[config.mk]
export PLATFORM = sky130hd
export DESIGN_NAME = burst_memory
export DESIGN_NICKNAME = d
export VERILOG_FILES = /design/src/rtl/mem_pkg.sv /design/src/rtl/burst_addr_gen.sv /design/src/rtl/burst_memory.sv
export SDC_FILE = /design/constraint.sdc
export NUM_CORES = 1
export LEC_CHECK = 0
export ABC_AREA = 1
export CAP_MARGIN = 20
export CORE_ASPECT_RATIO = 1.5
export CORE_MARGIN = 3
export CORE_UTILIZATION = 41
export CTS_BUF_LIST = sky130_fd_sc_hd__clkbuf_4 sky130_fd_sc_hd__clkbuf_8
export CTS_CLUSTER_DIAMETER = 60
export DETAILED_ROUTE_END_ITERATION = 16
export PLACE_DENSITY_LB_ADDON = 0.25
export SLEW_MARGIN = 15
export SYNTH_ARGS = -nofsm -noshare
export SYNTH_HDL_FRONTEND = slang
export SYNTH_SLANG_ARGS = --single-unit
[constraint.sdc]
create_clock -name clk -period 1.7 [get_ports clk]
set_input_delay 0.34 -clock clk [delete_from_list [all_inputs] [get_ports clk]]
set_output_delay 0.34 -clock clk [all_outputs]
set_load 0.01 [all_outputs]
[src/rtl/mem_pkg.sv]
// mem_pkg: shared definitions for the burst memory family.
// Holds the burst FSM state encoding and the address-mode constants,
// so that the memory, a future DMA engine and the bench agree on them.
package mem_pkg;

    typedef enum logic [1:0] {
        IDLE  = 2'd0,
        WRITE = 2'd1,
        READ  = 2'd2
    } state_t;

    // Address stepping mode captured with each burst command.
    localparam logic ADDR_LINEAR = 1'b0;
    localparam logic ADDR_WRAP   = 1'b1;

endpackage

[src/rtl/burst_addr_gen.sv]
// burst_addr_gen: burst pointer and beat counter.
// Ports:
//   clk, rst      clock, synchronous active-high reset
//   load          capture addr/len/wrap as a new burst
//   step          advance pointer and decrement beat counter
//   addr, len     burst start address and beats-minus-one
//   wrap          ADDR_WRAP = stay inside aligned 2^WBLK_LOG2 block
//   ptr           current word address
//   last          current beat is the final one of the burst
module burst_addr_gen
    import mem_pkg::*;
#(
    parameter int AWIDTH    = 5,
    parameter int LWIDTH    = 4,
    parameter int WBLK_LOG2 = 2
) (
    input  logic              clk,
    input  logic              rst,
    input  logic              load,
    input  logic              step,
    input  logic [AWIDTH-1:0] addr,
    input  logic [LWIDTH-1:0] len,
    input  logic              wrap,
    output logic [AWIDTH-1:0] ptr,
    output logic              last
);

    // Bits of the address that move in wrap mode; the rest stay fixed.
    localparam logic [AWIDTH-1:0] WRAP_MASK = {AWIDTH{1'b1}} >> (AWIDTH - WBLK_LOG2);

    logic [LWIDTH-1:0] cnt;
    logic              wrap_q;
    logic [AWIDTH-1:0] ptr_inc;
    logic [AWIDTH-1:0] ptr_next;

    assign ptr_inc  = ptr + 1'b1;
    assign ptr_next = (wrap_q == ADDR_WRAP) ? ((ptr & ~WRAP_MASK) | (ptr_inc & WRAP_MASK))
                                            : ptr_inc;
    assign last     = (cnt == '0);

    // NOTE: state registers use non-blocking assignments so every flop
    // samples the pre-edge values, independent of statement order.
    always_ff @(posedge clk) begin
        if (rst) begin
            ptr    <= '0;
            cnt    <= '0;
            wrap_q <= ADDR_LINEAR;
        end else if (load) begin
            ptr    <= addr;
            cnt    <= len;
            wrap_q <= wrap;
        end else if (step) begin
            ptr    <= ptr_next;
            cnt    <= cnt - 1'b1;
        end
    end

endmodule

[src/rtl/burst_memory.sv]
// burst_memory: single-port synchronous memory with a burst command engine.
// Ports:
//   clk, rst      clock, synchronous active-high reset
//   wr, rd        start write / read burst (sampled only when idle)
//   addr, len     burst start address, beats minus one
//   wrap          0 = linear, 1 = wrap inside aligned 2^WBLK_LOG2 block
//   wdata, wvalid write data and its beat qualifier
//   rdata, rvalid registered read data and its one-cycle-per-beat qualifier
//   busy          engine is in a burst
//   done          one-cycle pulse at burst completion
//   err           one-cycle pulse when wr and rd arrive together
module burst_memory
    import mem_pkg::*;
#(
    parameter int AWIDTH    = 5,
    parameter int DWIDTH    = 8,
    parameter int LWIDTH    = 4,
    parameter int WBLK_LOG2 = 2
) (
    input  logic              clk,
    input  logic              rst,
    input  logic              wr,
    input  logic              rd,
    input  logic [AWIDTH-1:0] addr,
    input  logic [LWIDTH-1:0] len,
    input  logic              wrap,
    input  logic [DWIDTH-1:0] wdata,
    input  logic              wvalid,
    output logic [DWIDTH-1:0] rdata,
    output logic              rvalid,
    output logic              busy,
    output logic              done,
    output logic              err
);

    localparam int DEPTH = 1 << AWIDTH;

    state_t            state, state_next;
    logic              load, step, mem_we, mem_re;
    logic              done_next, err_next;
    logic [AWIDTH-1:0] ptr;
    logic              last;
    logic [DWIDTH-1:0] mem [DEPTH];

    burst_addr_gen #(
        .AWIDTH   (AWIDTH),
        .LWIDTH   (LWIDTH),
        .WBLK_LOG2(WBLK_LOG2)
    ) u_addr_gen (
        .clk (clk),
        .rst (rst),
        .load(load),
        .step(step),
        .addr(addr),
        .len (len),
        .wrap(wrap),
        .ptr (ptr),
        .last(last)
    );

    // NOTE: every output of this block gets a default first, so no path
    // leaves a signal unassigned and no latch is inferred.
    always_comb begin
        state_next = state;
        load       = 1'b0;
        step       = 1'b0;
        mem_we     = 1'b0;
        mem_re     = 1'b0;
        done_next  = 1'b0;
        err_next   = 1'b0;
        case (state)
            IDLE: begin
                if (wr && rd) begin
                    err_next = 1'b1;
                end else if (wr) begin
                    load       = 1'b1;
                    state_next = WRITE;
                end else if (rd) begin
                    load       = 1'b1;
                    state_next = READ;
                end
            end
            WRITE: begin
                // A missing wvalid simply stalls the burst.
                if (wvalid) begin
                    mem_we = 1'b1;
                    step   = 1'b1;
                    if (last) begin
                        state_next = IDLE;
                        done_next  = 1'b1;
                    end
                end
            end
            READ: begin
                mem_re = 1'b1;
                step   = 1'b1;
                if (last) begin
                    state_next = IDLE;
                    done_next  = 1'b1;
                end
            end
            default: state_next = IDLE;
        endcase
    end

    always_ff @(posedge clk) begin
        if (rst) state <= IDLE;
        else     state <= state_next;
    end

    // NOTE: the array has no reset so it maps onto RAM; rst only gates
    // the write so a burst aborted by reset stops on that very edge.
    always_ff @(posedge clk) begin
        if (mem_we && !rst) mem[ptr] <= wdata;
    end

    always_ff @(posedge clk) begin
        if (rst) begin
            rdata  <= '0;
            rvalid <= 1'b0;
            done   <= 1'b0;
            err    <= 1'b0;
        end else begin
            rvalid <= mem_re;
            done   <= done_next;
            err    <= err_next;
            if (mem_re) rdata <= mem[ptr];
        end
    end

    assign busy = (state != IDLE);

endmodule

* Word level (Yosys, flattened, before mapping)
Memory sizes are Yosys's and may differ from the RTL's. A register that Yosys moved wholly into a read port is not among the register bits.
Index checks and enable logic that the tools add are counted.
** Operators by class
- Add/sub/neg operators :: 2
- Eq/ne operators :: 5
- Muxes and demuxes :: 25
- Bitwise operators :: 2
- Reduce and logical (&&, ||, !) cells :: 9
** Operators with widths (number)
- $mux W5 :: 3
- $mux W1 :: 12
- $mux W2 :: 5
- $mux W4 :: 2
- $pmux W2 S3 :: 1
- $add A5 B1 Y5 const B :: 1
- $or A5 B2 Y5 :: 1
- $logic_not A4 Y1 :: 1
- $ne A2 B2 Y1 const B :: 2
- $pmux W1 S2 :: 2
- $reduce_bool A2 Y1 :: 2
- $sub A4 B1 Y4 const B :: 1
- $ne A3 B3 Y1 const B :: 1
- $reduce_and A3 Y1 :: 1
- $eq A2 B1 Y1 const B :: 1
- $eq A2 B2 Y1 const B :: 1
- $logic_and A1 B1 Y1 :: 2
- $logic_not A2 Y1 :: 1
- $reduce_or A2 Y1 :: 1
- $logic_not A1 Y1 :: 1
- $not A1 Y1 :: 1
** Word-level totals
- Register bits after elaboration :: 15
- RAM bits :: 256
- Bits of input ports :: 23
- Output and inout port bits :: 12
- Memories :: 1
** Memory list
- mem :: depth 32, bits a word 8, read ports 1, clocked after Yosys merged registers in 1, write ports 1, line burst_memory.sv:43 : logic [DWIDTH-1:0] mem [DEPTH];

* Logic depth before layout (Yosys ltp)
- Word-level depth :: 5
- Gate-level depth with buffers :: 12

* Cells and area by module
A second synthesis with hierarchy kept.
** Second synthesis, totals
- Cell total of the unflattened synthesis :: 1200
- Area, all modules :: 11930.2 um^2
** Modules (own cells, without submodules)
- burst_memory :: instances 1, cells each 1110, area each 11343.4 um^2, seq. area each 7947.6 um^2
- burst_addr_gen :: instances 1, cells each 90, area each 586.8 um^2, seq. area each 200.2 um^2

* Least setup slack after synthesis
No wires, ideal clock.
- Path kind :: register -> register
- From :: register u_addr_gen.ptr[1]
- To :: memory mem[13][0] (enable)
- Arrival :: 1.448 ns
- Data required time :: 1.330 ns
- Path slack :: -0.118 ns
- Stages on the path, launching flop included :: 7
- Buffers on the path :: 2
- Cell sequence :: dfxtp_1 -> inv_1 -> buf_2 -> buf_2 -> ha_1 -> nand2_1 -> nor2_1
** RTL lines
- start, declared :: line burst_addr_gen.sv:24 : output logic [AWIDTH-1:0] ptr,
- start signal, assigned :: line burst_addr_gen.sv:49 : ptr <= addr;
- start signal, assigned :: line burst_addr_gen.sv:53 : ptr <= ptr_next;
- end, declared :: line burst_memory.sv:43
No word-level cell before the write port.

* Worst setup path after layout
- From :: register state[0]
- To :: output port busy
** On the way
- Longest elaborated chain between the ends :: 1
** Ends and longest elaborated chain
- start, declared :: line burst_memory.sv:38 : state_t state, state_next;
- start signal, assigned :: line burst_memory.sv:108 : else state <= state_next;
- $reduce_bool A2 Y1 :: line burst_memory.sv:131 : assign busy = (state != IDLE);
- end, declared :: line burst_memory.sv:31 : output logic busy,
No other way between the ends.

==> metrics.csv <==
stage;metric;value;unit
synth;yosys.area_share.xor_xnor;0.285;%
drt;post_drt_wl_per_cell;17.3;µm
drt;vias;8622;
timing;min_period_over_period;98.9;%
synth;synthArstFlopShare;0;%
pwr;power_density;1350;nW/µm²
synth;ys_seq_elements;279;
worst_setup_path;crit_fanout;2;
pwr;ir_drop;0.000499;V
cells_and_area;area_growth;23.2;%
die;rows;77;
synth;synth_adder_area_share;1.22;%
run;maxCapViolations;0;
placement;port-buffer-count;34;
die;die_y;218;µm
timing;finalMaxSlewViolations;0;
placement;hpwlAfterDp;19600;µm
pwr;p_int;13.3;mW
timing;slew_headroom;77.7;%
synth;yosysSeqAreaShare;66.3;%
cells_and_area;multi_input_area;3340;µm²
synth;muxShareOfSynthArea;0;%
cells_and_area;finalNonFillerCells;1810;
die;io_pins;35;
synth;synth_warnings;0;
synth;synthSimpleGateAreaFrac;21.3;%
clocking;cts_tree;yes;
synth;synth_edf_count;256;
pwr;netSwitchingPower;7.09;mW
placement;place_congestion;0.927;
worst_setup_path;end_kind;output pin;
worst_setup_path;worstPathRequired;1.36;ns
synth;synth_top_cell_by_area;edfxtp_1;
pwr;combPwrFrac;34.8;%
drt;drt_iter0_markers;547;
synth;syn_inst;1245;
run_status;status;completed;
global_route;use_met3;2.89;%
clocking;clk_pin_slew;0.06;ns
cells_and_area;antennaDiodeCount;0;
drt;finalWirelength;31300;µm
worst_setup_path;ff2ff_path_depth;10;
timing;hold-worst-slack;0.386;ns
clocking;clock-sinks;279;
timing;worst_pin_slew;0.334;ns
timing;setup_violations;0;
synth;synth_most_common_cell;nand2_1;
global_route;grt_use_total;19.3;%
drt;final_antenna_net_count;0;
global_route;grt-ovfl-total;0;
global_route;grt_max_degree;51;
clocking;cts_hold_buf;0;
clocking;clock_latency;0.56;ns
worst_setup_path;crit_type;register to output pin;
placement;place_inst;1721;
synth;yosysTopAreaCellShare;62.6;%
pwr;pwr-share-clk;26.2;%
cells_and_area;drive_gt1_share;17.2;%
global_route;grt_use_met2;35.1;%
die;initial_utilization;41.7;%
timing;fmax;594;MHz
cells_and_area;fillers;2668;
worst_setup_path;start_kind;register;
global_route;grt_pass1_vias;8699;
timing;hold_viol;0;
cells_and_area;seq_area;8160;µm²
timing;min_period;1.68;ns
clocking;h-tree-depth;2;
drt;drc;0;
timing;skew;0.0280;ns
synth;synth_area_leaders;edfxtp_1, nand2_1, inv_1;
pwr;power_leakage;6.43;nW
die;core_area;29500;µm²
timing;rsz0062_at_grt;yes;
drt;viasPerCell;4.76;
worst_setup_path;crit_arrival;1.34;ns
pwr;power_frac_seq;39.0;%
synth;syn_nets;1280;
synth;synth_commonest_cells;nand2_1, edfxtp_1, inv_1, nor2_1, nand3_1;
clocking;numCtsBuffers;41;
hold_path;min_path_type;input pin to register;
pwr;switching_share;34.8;%
global_route;busiest_layer;met2;
clocking;clock-root-buffer;clkbuf_8;
drt;dr.pass1.iters;6;
synth;synth_compound_area_share;2.76;%
global_route;met1_usage;22.2;%
hold_path;hold_depth;3;
synth;synth_top_family_by_area;simple AND/OR/NAND/NOR gates;
die;die_area;32100;µm²
synth;synth_area;12300;µm²
clocking;cts_buffer_depth;3;
global_route;antenna_found_initial;0;
synth;synth_cell_type_count;29;
global_route;grt_pass1_wl;47100;µm
cells_and_area;num-nets-final;1420;
die;die_w;147;µm
synth;ys.flop_type;edfxtp_1;
synth;syn_area_per_cell;9.86;µm²
-- placed cells by master, fill, tap and decap left out, types with 20 or more instances in the layout --
cell / synthesis / routed
buf_6: 2 / 23
nor2_1: 110 / 85
inv_1: 195 / 189
o21ai_0: 31 / 29
clkbuf_8: 0 / 44
o21ai_1: 19 / 20
clkdlybuf4s50_1: 0 / 22
edfxtp_1: 256 / 256
nand3_1: 109 / 107
buf_4: 6 / 65
nand2_1: 412 / 406
-- worst paths after layout --
check	startpoint	slack, ns	to
worst max-delay path	state[0]	0.02	busy
worst min-delay path	addr[1]	0.39	u_addr_gen.ptr[1]
worst max register to register	u_addr_gen.ptr[1]	0.02	rdata[2]
worst min register to register	u_addr_gen.cnt[1]	0.51	u_addr_gen.cnt[1]
-- area by class of cell --
type / count / share of cell area (%)
Tap cell: 395 / 3.27
Clock inverter: 20 / 0.934
Clock buffer: 53 / 4.45
Inverter: 198 / 4.98
Sequential cell: 279 / 53.9
Multi-Input combinational cell: 720 / 22.1
Timing Repair Buffer: 145 / 10.4
-- power groups by stage --
stage / sequential (mW) / combinational [mW] / clock (mW)
6_report: 7.95 / 7.09 / 5.33
4_1_cts: 7.91 / 6.46 / 5.46
5_1_grt: 7.96 / 7.80 / 5.74
3_3_place_gp: 8.05 / 6.27 / 0
2_1_floorplan: 8.04 / 3.85 / 0
3_5_place_dp: 8.05 / 6.30 / 0
-- worst max-delay path: stages (launching register included) --
cell and delay [ns]:
dfxtp_2 0.36, buf_6 0.11, inv_4 0.04, ha_4 0.15, inv_2 0.06, buf_6 0.09
-- logic make-up after synthesis --
kind of cell / count (synthesis)
buffers and inverters: 246
AO/OA/AOI/OAI: 63
adder cells (fa/ha/maj): 12
XOR/XNOR: 4
flip-flops: 279
AND/OR/NAND/NOR: 641
-- registers in the layout, summed over array words and instances, names as in the netlist --
register and flops:
rdata 8, u_addr_gen.cnt 4, state 2, done 1, u_addr_gen.wrap_q 1, mem 256, rvalid 1, err 1
u_addr_gen.ptr 5
-- through the flow --
stage	TNS [ns]	area [µm²]	power, mW	setup slack, ns	utilization [%]
floorplan	-27.62	12300	11.9	-0.118	-
global placement	-116.26	13800	14.3	-0.492	46.8
detailed placement	-116.70	13800	14.3	-0.492	46.8
CTS	-8.04	14700	19.8	-0.0801	49.9
global route	-1.07	15100	21.5	-0.0475	51.3
finish	0	15100	20.4	0.0179	51.3
-- routing by layer --
metal  vias to the layer above  wire (µm)
li1                       4255          -
met1                      4057      12000
met2                       224      16400
met3                        86       1500
met4                         0       1410
met5                         -          0
-- what timing repair did --
item	in CTS	in global routing
pin swaps	3	4
gates resized for setup	30	78
gates cloned	1	3
setup endpoints to repair	271	273
setup buffers	5	7
Note: power is estimated with default switching activity, not from simulation.
